==> config.mk <==
export PLATFORM = sky130hd
export DESIGN_NAME = mp5_phantom_tracker
export DESIGN_NICKNAME = d
export VERILOG_FILES = /design/src/rtl/mp5_phantom_tracker_pkg.sv /design/src/rtl/mp5_phantom_tracker_id_cam.sv /design/src/rtl/mp5_phantom_tracker.sv
export SDC_FILE = /design/constraint.sdc
export NUM_CORES = 1
export LEC_CHECK = 0
export BUFFER_PORTS_ARGS = -buffer_cell sky130_fd_sc_hd__clkbuf_2
export CAP_MARGIN = 40
export CORE_MARGIN = 2
export CORE_UTILIZATION = 40
export DETAILED_ROUTE_END_ITERATION = 6
export GPL_TIMING_DRIVEN = 0
export PLACE_DENSITY = 0.63
export SETUP_SLACK_MARGIN = 0.2
export SYNTH_ARGS = -nofsm -noshare
export SYNTH_HDL_FRONTEND = slang
export SYNTH_SLANG_ARGS = --single-unit
==> constraint.sdc <==
create_clock -name clk -period 4.2 [get_ports clk]
set_clock_uncertainty 0.1 [all_clocks]
set_input_delay 0.63 -clock clk [delete_from_list [all_inputs] [get_ports clk]]
set_output_delay 0.63 -clock clk [all_outputs]
set_load 0.02 [all_outputs]
==> src/rtl/mp5_phantom_tracker_pkg.sv <==
// Shared MP5 sizing and types: upstream packet, phantom map entry and tracker FSM states.
package mp5_phantom_tracker_pkg;
  localparam int NUM_PIPELINES = 2;
  localparam int FIFO_SIZE     = 8;
  localparam int MAP_DEPTH     = 16;
  localparam int ID_W          = 16;
  localparam int PIPE_W        = $clog2(NUM_PIPELINES);
  localparam int ADDR_W        = $clog2(FIFO_SIZE);
  localparam int MAP_IDX_W     = $clog2(MAP_DEPTH);

  typedef struct packed {
    logic [ID_W-1:0]   id;
    logic [PIPE_W-1:0] pipeline;
    logic              is_phantom;
    logic [7:0]        payload;
  } packet_t;

  typedef struct packed {
    logic              valid;
    logic [ID_W-1:0]   id;
    logic [PIPE_W-1:0] fifo_id;
    logic [ADDR_W-1:0] addr;
  } map_entry_t;

  typedef enum logic {
    S_IDLE     = 1'b0,
    S_WAIT_ACK = 1'b1
  } tracker_state_t;
endpackage

==> src/rtl/mp5_phantom_tracker_id_cam.sv <==
// Phantom id table: id lookup, duplicate-aware write into the lowest free slot, invalidate, full flag.
module mp5_id_cam
  import mp5_phantom_tracker_pkg::*;
#(
  parameter int DEPTH = MAP_DEPTH,
  parameter int IDX_W = $clog2(DEPTH)
) (
  input  logic              clk,
  input  logic              rst,
  input  logic [ID_W-1:0]   i_lookup_id,
  output logic              o_hit,
  output logic [IDX_W-1:0]  o_hit_idx,
  output logic [PIPE_W-1:0] o_hit_fifo_id,
  output logic [ADDR_W-1:0] o_hit_addr,
  input  logic              i_wr_en,
  input  logic [ID_W-1:0]   i_wr_id,
  input  logic [PIPE_W-1:0] i_wr_fifo_id,
  input  logic [ADDR_W-1:0] i_wr_addr,
  input  logic              i_inv_en,
  input  logic [IDX_W-1:0]  i_inv_idx,
  output logic              o_full
);
  map_entry_t r_tab [DEPTH];

  logic             w_dup;
  logic [IDX_W-1:0] w_dup_idx;
  logic             w_free;
  logic [IDX_W-1:0] w_free_idx;
  logic [IDX_W-1:0] w_wr_idx;

  // Scanning downward leaves the lowest matching / free index in each result.
  always_comb begin
    o_hit      = 1'b0;
    o_hit_idx  = '0;
    w_dup      = 1'b0;
    w_dup_idx  = '0;
    w_free     = 1'b0;
    w_free_idx = '0;
    o_full     = 1'b1;
    for (int i = DEPTH - 1; i >= 0; i--) begin
      if (r_tab[i].valid && (r_tab[i].id == i_lookup_id)) begin
        o_hit     = 1'b1;
        o_hit_idx = IDX_W'(i);
      end
      if (r_tab[i].valid && (r_tab[i].id == i_wr_id)) begin
        w_dup     = 1'b1;
        w_dup_idx = IDX_W'(i);
      end
      if (!r_tab[i].valid) begin
        w_free     = 1'b1;
        w_free_idx = IDX_W'(i);
        o_full     = 1'b0;
      end
    end
  end

  assign o_hit_fifo_id = r_tab[o_hit_idx].fifo_id;
  assign o_hit_addr    = r_tab[o_hit_idx].addr;
  assign w_wr_idx      = w_dup ? w_dup_idx : w_free_idx;

  always_ff @(posedge clk) begin
    if (rst) begin
      for (int i = 0; i < DEPTH; i++) r_tab[i] <= '0;
    end else begin
      if (i_wr_en && (w_dup || w_free)) begin
        r_tab[w_wr_idx].valid   <= 1'b1;
        r_tab[w_wr_idx].id      <= i_wr_id;
        r_tab[w_wr_idx].fifo_id <= i_wr_fifo_id;
        r_tab[w_wr_idx].addr    <= i_wr_addr;
      end
      if (i_inv_en) r_tab[i_inv_idx].valid <= 1'b0;
    end
  end
endmodule

==> src/rtl/mp5_phantom_tracker.sv <==
// Turns upstream packets into stage push/insert commands, remembering phantom slots until the real packet arrives.
// States: S_IDLE | accepting packets ; S_WAIT_ACK | phantom pushed, waiting for the stage's slot report
module mp5_phantom_tracker
  import mp5_phantom_tracker_pkg::*;
#(
  parameter int ACK_TIMEOUT = 3,
  parameter int TMO_W       = $clog2(ACK_TIMEOUT + 1)
) (
  input  logic              clk,
  input  logic              rst,
  input  packet_t           pkt_in,
  input  logic              pkt_in_valid,
  output logic              pkt_in_ready,
  output packet_t           pkt_out,
  output logic [PIPE_W-1:0] fifo_id_out,
  output logic              push_out,
  output logic              insert_out,
  output logic [ADDR_W-1:0] addr_out,
  input  logic              ack_valid_in,
  input  logic [ID_W-1:0]   ack_id_in,
  input  logic [ADDR_W-1:0] ack_addr_in,
  output logic              map_full,
  output logic [15:0]       miss_count,
  output logic [7:0]        timeout_count
);
  tracker_state_t       r_state;
  logic [TMO_W-1:0]     r_tmo;
  logic [PIPE_W-1:0]    r_pend_fifo;
  packet_t              r_pkt;
  logic [PIPE_W-1:0]    r_fifo_id;
  logic                 r_push;
  logic                 r_insert;
  logic [ADDR_W-1:0]    r_addr;
  logic [15:0]          r_miss;
  logic [7:0]           r_timeout;

  logic                 w_accept;
  logic                 w_hit;
  logic [MAP_IDX_W-1:0] w_hit_idx;
  logic [PIPE_W-1:0]    w_hit_fifo_id;
  logic [ADDR_W-1:0]    w_hit_addr;
  logic                 w_full;
  logic                 w_wr_en;
  logic                 w_inv_en;

  assign pkt_in_ready = !rst && (r_state == S_IDLE) && !(pkt_in.is_phantom && w_full);
  assign w_accept     = pkt_in_valid && pkt_in_ready;
  assign w_wr_en      = (r_state == S_WAIT_ACK) && ack_valid_in;
  assign w_inv_en     = w_accept && !pkt_in.is_phantom && w_hit;

  mp5_id_cam #(.DEPTH(MAP_DEPTH), .IDX_W(MAP_IDX_W)) u_cam (
    .clk           (clk),
    .rst           (rst),
    .i_lookup_id   (pkt_in.id),
    .o_hit         (w_hit),
    .o_hit_idx     (w_hit_idx),
    .o_hit_fifo_id (w_hit_fifo_id),
    .o_hit_addr    (w_hit_addr),
    .i_wr_en       (w_wr_en),
    .i_wr_id       (ack_id_in),
    .i_wr_fifo_id  (r_pend_fifo),
    .i_wr_addr     (ack_addr_in),
    .i_inv_en      (w_inv_en),
    .i_inv_idx     (w_hit_idx),
    .o_full        (w_full)
  );

  always_ff @(posedge clk) begin
    if (rst) begin
      r_state     <= S_IDLE;
      r_tmo       <= '0;
      r_pend_fifo <= '0;
      r_pkt       <= '0;
      r_fifo_id   <= '0;
      r_push      <= 1'b0;
      r_insert    <= 1'b0;
      r_addr      <= '0;
      r_miss      <= '0;
      r_timeout   <= '0;
    end else begin
      r_pkt     <= '0;
      r_fifo_id <= '0;
      r_push    <= 1'b0;
      r_insert  <= 1'b0;
      r_addr    <= '0;
      case (r_state)
        S_IDLE: begin
          if (w_accept) begin
            r_pkt <= pkt_in;
            if (pkt_in.is_phantom) begin
              r_push      <= 1'b1;
              r_fifo_id   <= pkt_in.pipeline;
              r_pend_fifo <= pkt_in.pipeline;
              r_tmo       <= TMO_W'(ACK_TIMEOUT - 1);
              r_state     <= S_WAIT_ACK;
            end else if (w_hit) begin
              r_insert  <= 1'b1;
              r_fifo_id <= w_hit_fifo_id;
              r_addr    <= w_hit_addr;
            end else begin
              r_push    <= 1'b1;
              r_fifo_id <= pkt_in.pipeline;
              if (r_miss != 16'hFFFF) r_miss <= r_miss + 16'd1;
            end
          end
        end
        S_WAIT_ACK: begin
          // Terminal count reached means this was the last cycle the ack could land.
          if (ack_valid_in) begin
            r_state <= S_IDLE;
          end else if (r_tmo == '0) begin
            if (r_timeout != 8'hFF) r_timeout <= r_timeout + 8'd1;
            r_state <= S_IDLE;
          end else begin
            r_tmo <= r_tmo - 1'b1;
          end
        end
        default: r_state <= S_IDLE;
      endcase
    end
  end

  assign pkt_out       = r_pkt;
  assign fifo_id_out   = r_fifo_id;
  assign push_out      = r_push;
  assign insert_out    = r_insert;
  assign addr_out      = r_addr;
  assign map_full      = w_full;
  assign miss_count    = r_miss;
  assign timeout_count = r_timeout;
endmodule

==> flow_metrics.env <==
export IMPL_run_status="finished, final reports clean"
export IMPL_fp_row_count=88
export IMPL_grt_pass1_vias=16659
export IMPL_synth_cell_type_count=84
export IMPL_synth_area_per_cell_um2=11.4
export IMPL_clkSinkCount=396
export IMPL_postSynthCellCount=2039
export IMPL_fp_dieArea_um2=59800
export IMPL_routed_wire_length_per_instance_um=28.8
export IMPL_vdd_ir_drop_worst_v=0.000261
export IMPL_grt_start_max_net_pins=21
export IMPL_hold_start="pkt_in[6]"
export IMPL_clockBufferDepth=3
export IMPL_power_density_cell_area_nw_per_um2=346
export IMPL_global_route_wire_length_before_repair_um=121000
export IMPL_clock_tree_from_tritoncts="yes"
export IMPL_syn_area_um2=23200
export IMPL_type_of_element_launching_the_critical_path="primary input"
export IMPL_gr_util_all_layers=0.283
export IMPL_unrepaired_setup_endpoints_after_global_routing="yes"
export IMPL_post_route_cells_drive_above_1_share=0.202
export IMPL_tightestPinTransition_ns=0.898
export IMPL_post_route_worst_setup_slack_ns=0.149
export IMPL_finish_net_count=2284
export IMPL_dp_worst_setup_slack_ns=-1.10
export IMPL_synth_sequential_area_ratio=0.487
export IMPL_synthesis_yosys_warnings=0
export IMPL_drcViolationCount=0
export IMPL_postPlaceCellArea_um2=24600
export IMPL_finalWorstPathRequiredPeriod_ns=4.05
export IMPL_power_share_sequential=0.477
export IMPL_maxClockFrequency_mhz=247
export IMPL_synth_largest_area_cell="sky130_fd_sc_hd__edfxtp_1"
export IMPL_hold_viol_final=0
export IMPL_max_cap_violations=0
export IMPL_place_port_buffers=73
export IMPL_synth_net_count=2091
export IMPL_diodes=0
export IMPL_p_clk_frac=0.404
export IMPL_worstPathArrival_ns=4.21
export IMPL_drt_pass1_iterations=6
export IMPL_critical_path_reg2reg_startpoint="u_cam.r_tab[15][12]$_SDFFCE_PN0P_"
export IMPL_area_delta_synth_final_pct=17.6
export IMPL_synth_edff_count=336
export IMPL_design_area_um2=27200
export IMPL_critPathKind="primary input to flop"
export IMPL_synth_seq_cells=396
export IMPL_clock_tree_root_cell="sky130_fd_sc_hd__clkbuf_16"
export IMPL_timing_slew_headroom=0.401
export IMPL_timing_setup_tns_ns=0
export IMPL_internal_power_of_the_cells_mw=6.93
export IMPL_cts_made_buffers=43
export IMPL_p_leak_nw=10.4
export IMPL_critical_path_endpoint_type="flop"
export IMPL_dp_cells=2890
export IMPL_initialDrtViolationCount=2364
export IMPL_vias_per_cell=5.76
export IMPL_synth_largest_type_area_fraction=0.436
export IMPL_net_switching_power_mw=2.50
export IMPL_layout_cells_non_filler=3032
export IMPL_most_common_library_cells_after_synthesis="sky130_fd_sc_hd__edfxtp_1, sky130_fd_sc_hd__and2_1, sky130_fd_sc_hd__xor2_1, sky130_fd_sc_hd__xnor2_1, sky130_fd_sc_hd__nand4_1"
export IMPL_route_antenna_remaining_nets=0
export IMPL_dpl_hpwl_um=59200
export IMPL_final_max_slew_violation_count=0
export IMPL_number_of_antenna_violations_at_the_first_check_in_global_routing=0
export IMPL_cts_htree_levels=2
export IMPL_pwr_share_comb=0.119
export IMPL_die_h_um=245
export IMPL_synthFlopType="sky130_fd_sc_hd__edfxtp_1"
export IMPL_hold_ws_ns=0.172
export IMPL_worstSetupStartpoint="ack_id_in[8]"
export IMPL_totalWireLength_um=87400
export IMPL_fp_coreArea_um2=57500
export IMPL_worstPathMaxFanout=10
export IMPL_cts_clk_slew_worst_paths_ns=0.06
export IMPL_hold_path_class="primary input to flop"
export IMPL_power_mw=9.42
export IMPL_vias=17456
export IMPL_grt_ovfl_total=0
export IMPL_postSynth_asyncResetShare=0
export IMPL_fin_crit_sh=0.965
export IMPL_post_route_util=0.474
export IMPL_routabilityCongestion=0.967
export IMPL_worstSkewPairLatency_ns=0.59
export IMPL_post_synth_main_area_contributors="sky130_fd_sc_hd__edfxtp_1, sky130_fd_sc_hd__xor2_1, sky130_fd_sc_hd__and2_1"
export IMPL_io_pins=107
export IMPL_worst_endpoint_required_ns=4.36
export IMPL_initial_utilization=0.403
export IMPL_post_synth_top_count_cell="sky130_fd_sc_hd__edfxtp_1"
export IMPL_timing_final_setup_violations=0
export IMPL_power_switching_share=0.265
export IMPL_die_w_um=245
## worst max-delay path, cell delays in order
cell and delay (ns):
sky130_fd_sc_hd__buf_2 0.24, sky130_fd_sc_hd__buf_8 0.25, sky130_fd_sc_hd__xor2_1 0.11, sky130_fd_sc_hd__nor4_2 0.45
sky130_fd_sc_hd__nand2_1 0.10, sky130_fd_sc_hd__nand4bb_1 0.25, sky130_fd_sc_hd__nand2b_1 0.20, sky130_fd_sc_hd__a221oi_2 0.46
sky130_fd_sc_hd__o221a_1 0.33, sky130_fd_sc_hd__a31oi_4 0.09, sky130_fd_sc_hd__or2_2 0.44, sky130_fd_sc_hd__a21oi_4 0.28
sky130_fd_sc_hd__or2_4 0.33
## layer usage
layer,vias up,share of wire,global-route usage
met5,-,0,0
li1,7490,-,-
met1,8618,0.39,0.384
met2,1080,0.45,0.446
met4,0,0.056,0.132
met3,268,0.11,0.0436
## cell families (layout without fill, tap and decap cells)
logic type,count (synthesis),after routing,synth area share
compound gates,141,142,0.0456
xor+xnor,523,523,0.198
fa+ha+maj,3,3,0.00162
buf+inv,175,374,0.0491
flops,396,396,0.487
mux,36,36,0.0180
simple gates,765,793,0.200
## final timing paths
kind / to / slack, ns / depth (start not counted)
hold reg to reg: r_tmo[1]$_SDFFE_PP0P_ / 0.39 / 1
setup / recovery: u_cam.r_tab[7][2]$_SDFFCE_PN0P_ / 0.15 / 13
setup reg to reg: u_cam.r_tab[7][2]$_SDFFCE_PN0P_ / 0.18 / 11
hold / removal: pkt_out[6]$_SDFF_PP0_ / 0.17 / 2
## timing repair
| action | in CTS | in global routing |
|---|---|---|
| setup buffers | 11 | 21 |
| hold buffers | 0 | 0 |
| setup endpoints to repair | 640 | 605 |
| gates cloned | 19 | 10 |
| pin swaps | 11 | 29 |
| endpoints found under the hold margin | 0 | 0 |
| resized for setup | 76 | 87 |
## power by group through the flow
stage                     combinational [mW]  clock (mW)  sequential [mW]
final                                   1.12        3.81             4.49
after global routing                    1.16        3.94             4.50
after CTS                               1.05        3.81             4.49
after detailed placement               0.996           0             4.58
after global placement                 0.975           0             4.57
after floorplan                        0.629           0             4.55
## area by class of cell
type                    count  area [um2]
well taps                 765         957
fillers                  5231       30200
flip-flops and latches    396       11300
clock inverters            24         205
inverters                  25        96.3
multi-input cells        1497       11500
plain buffers             150        1190
clock buffers              56        1170
repair buffers            119         805
## sequential cells by signal, summed over array words and instances (netlist names)
register,flops
pkt_out,26
u_cam.r_tab,336
fifo_id_out,1
timeout_count,8
r_state,1
r_tmo,2
push_out,1
miss_count,16
insert_out,1
r_pend_fifo,1
addr_out,3
## cell usage in the layout (no fill, tap or decap), types with 9 or more instances in the layout
cell                        synthesis  final
sky130_fd_sc_hd__buf_2             44     30
sky130_fd_sc_hd__buf_8              0     12
sky130_fd_sc_hd__dfxtp_1           60     60
sky130_fd_sc_hd__nor3_1            32     32
sky130_fd_sc_hd__xnor2_1          224    224
sky130_fd_sc_hd__nor2_1            57     56
sky130_fd_sc_hd__xor2_1           298    298
sky130_fd_sc_hd__nor4_1            65     42
sky130_fd_sc_hd__nand4_1           72     72
sky130_fd_sc_hd__or3_1              9      9
sky130_fd_sc_hd__and3_1            29     29
sky130_fd_sc_hd__and2_1           331    331
sky130_fd_sc_hd__clkbuf_16          0     43
sky130_fd_sc_hd__nand2_1           67     65
sky130_fd_sc_hd__buf_4             33     54
sky130_fd_sc_hd__or2_4              0     39
sky130_fd_sc_hd__inv_1             24     24
sky130_fd_sc_hd__clkbuf_1          33     40
sky130_fd_sc_hd__edfxtp_1         336    336
sky130_fd_sc_hd__nand3_1           23     23
sky130_fd_sc_hd__nor4_2             8     21
sky130_fd_sc_hd__a21oi_1           30     28
sky130_fd_sc_hd__clkbuf_2           0     75
sky130_fd_sc_hd__o21ai_0           14     14
sky130_fd_sc_hd__mux2_2            12     12
sky130_fd_sc_hd__a21oi_4            3     16
sky130_fd_sc_hd__mux2i_1           18     18
sky130_fd_sc_hd__nor4_4             2     12
sky130_fd_sc_hd__buf_6             40     54
Power figures use the tool's default switching activity.
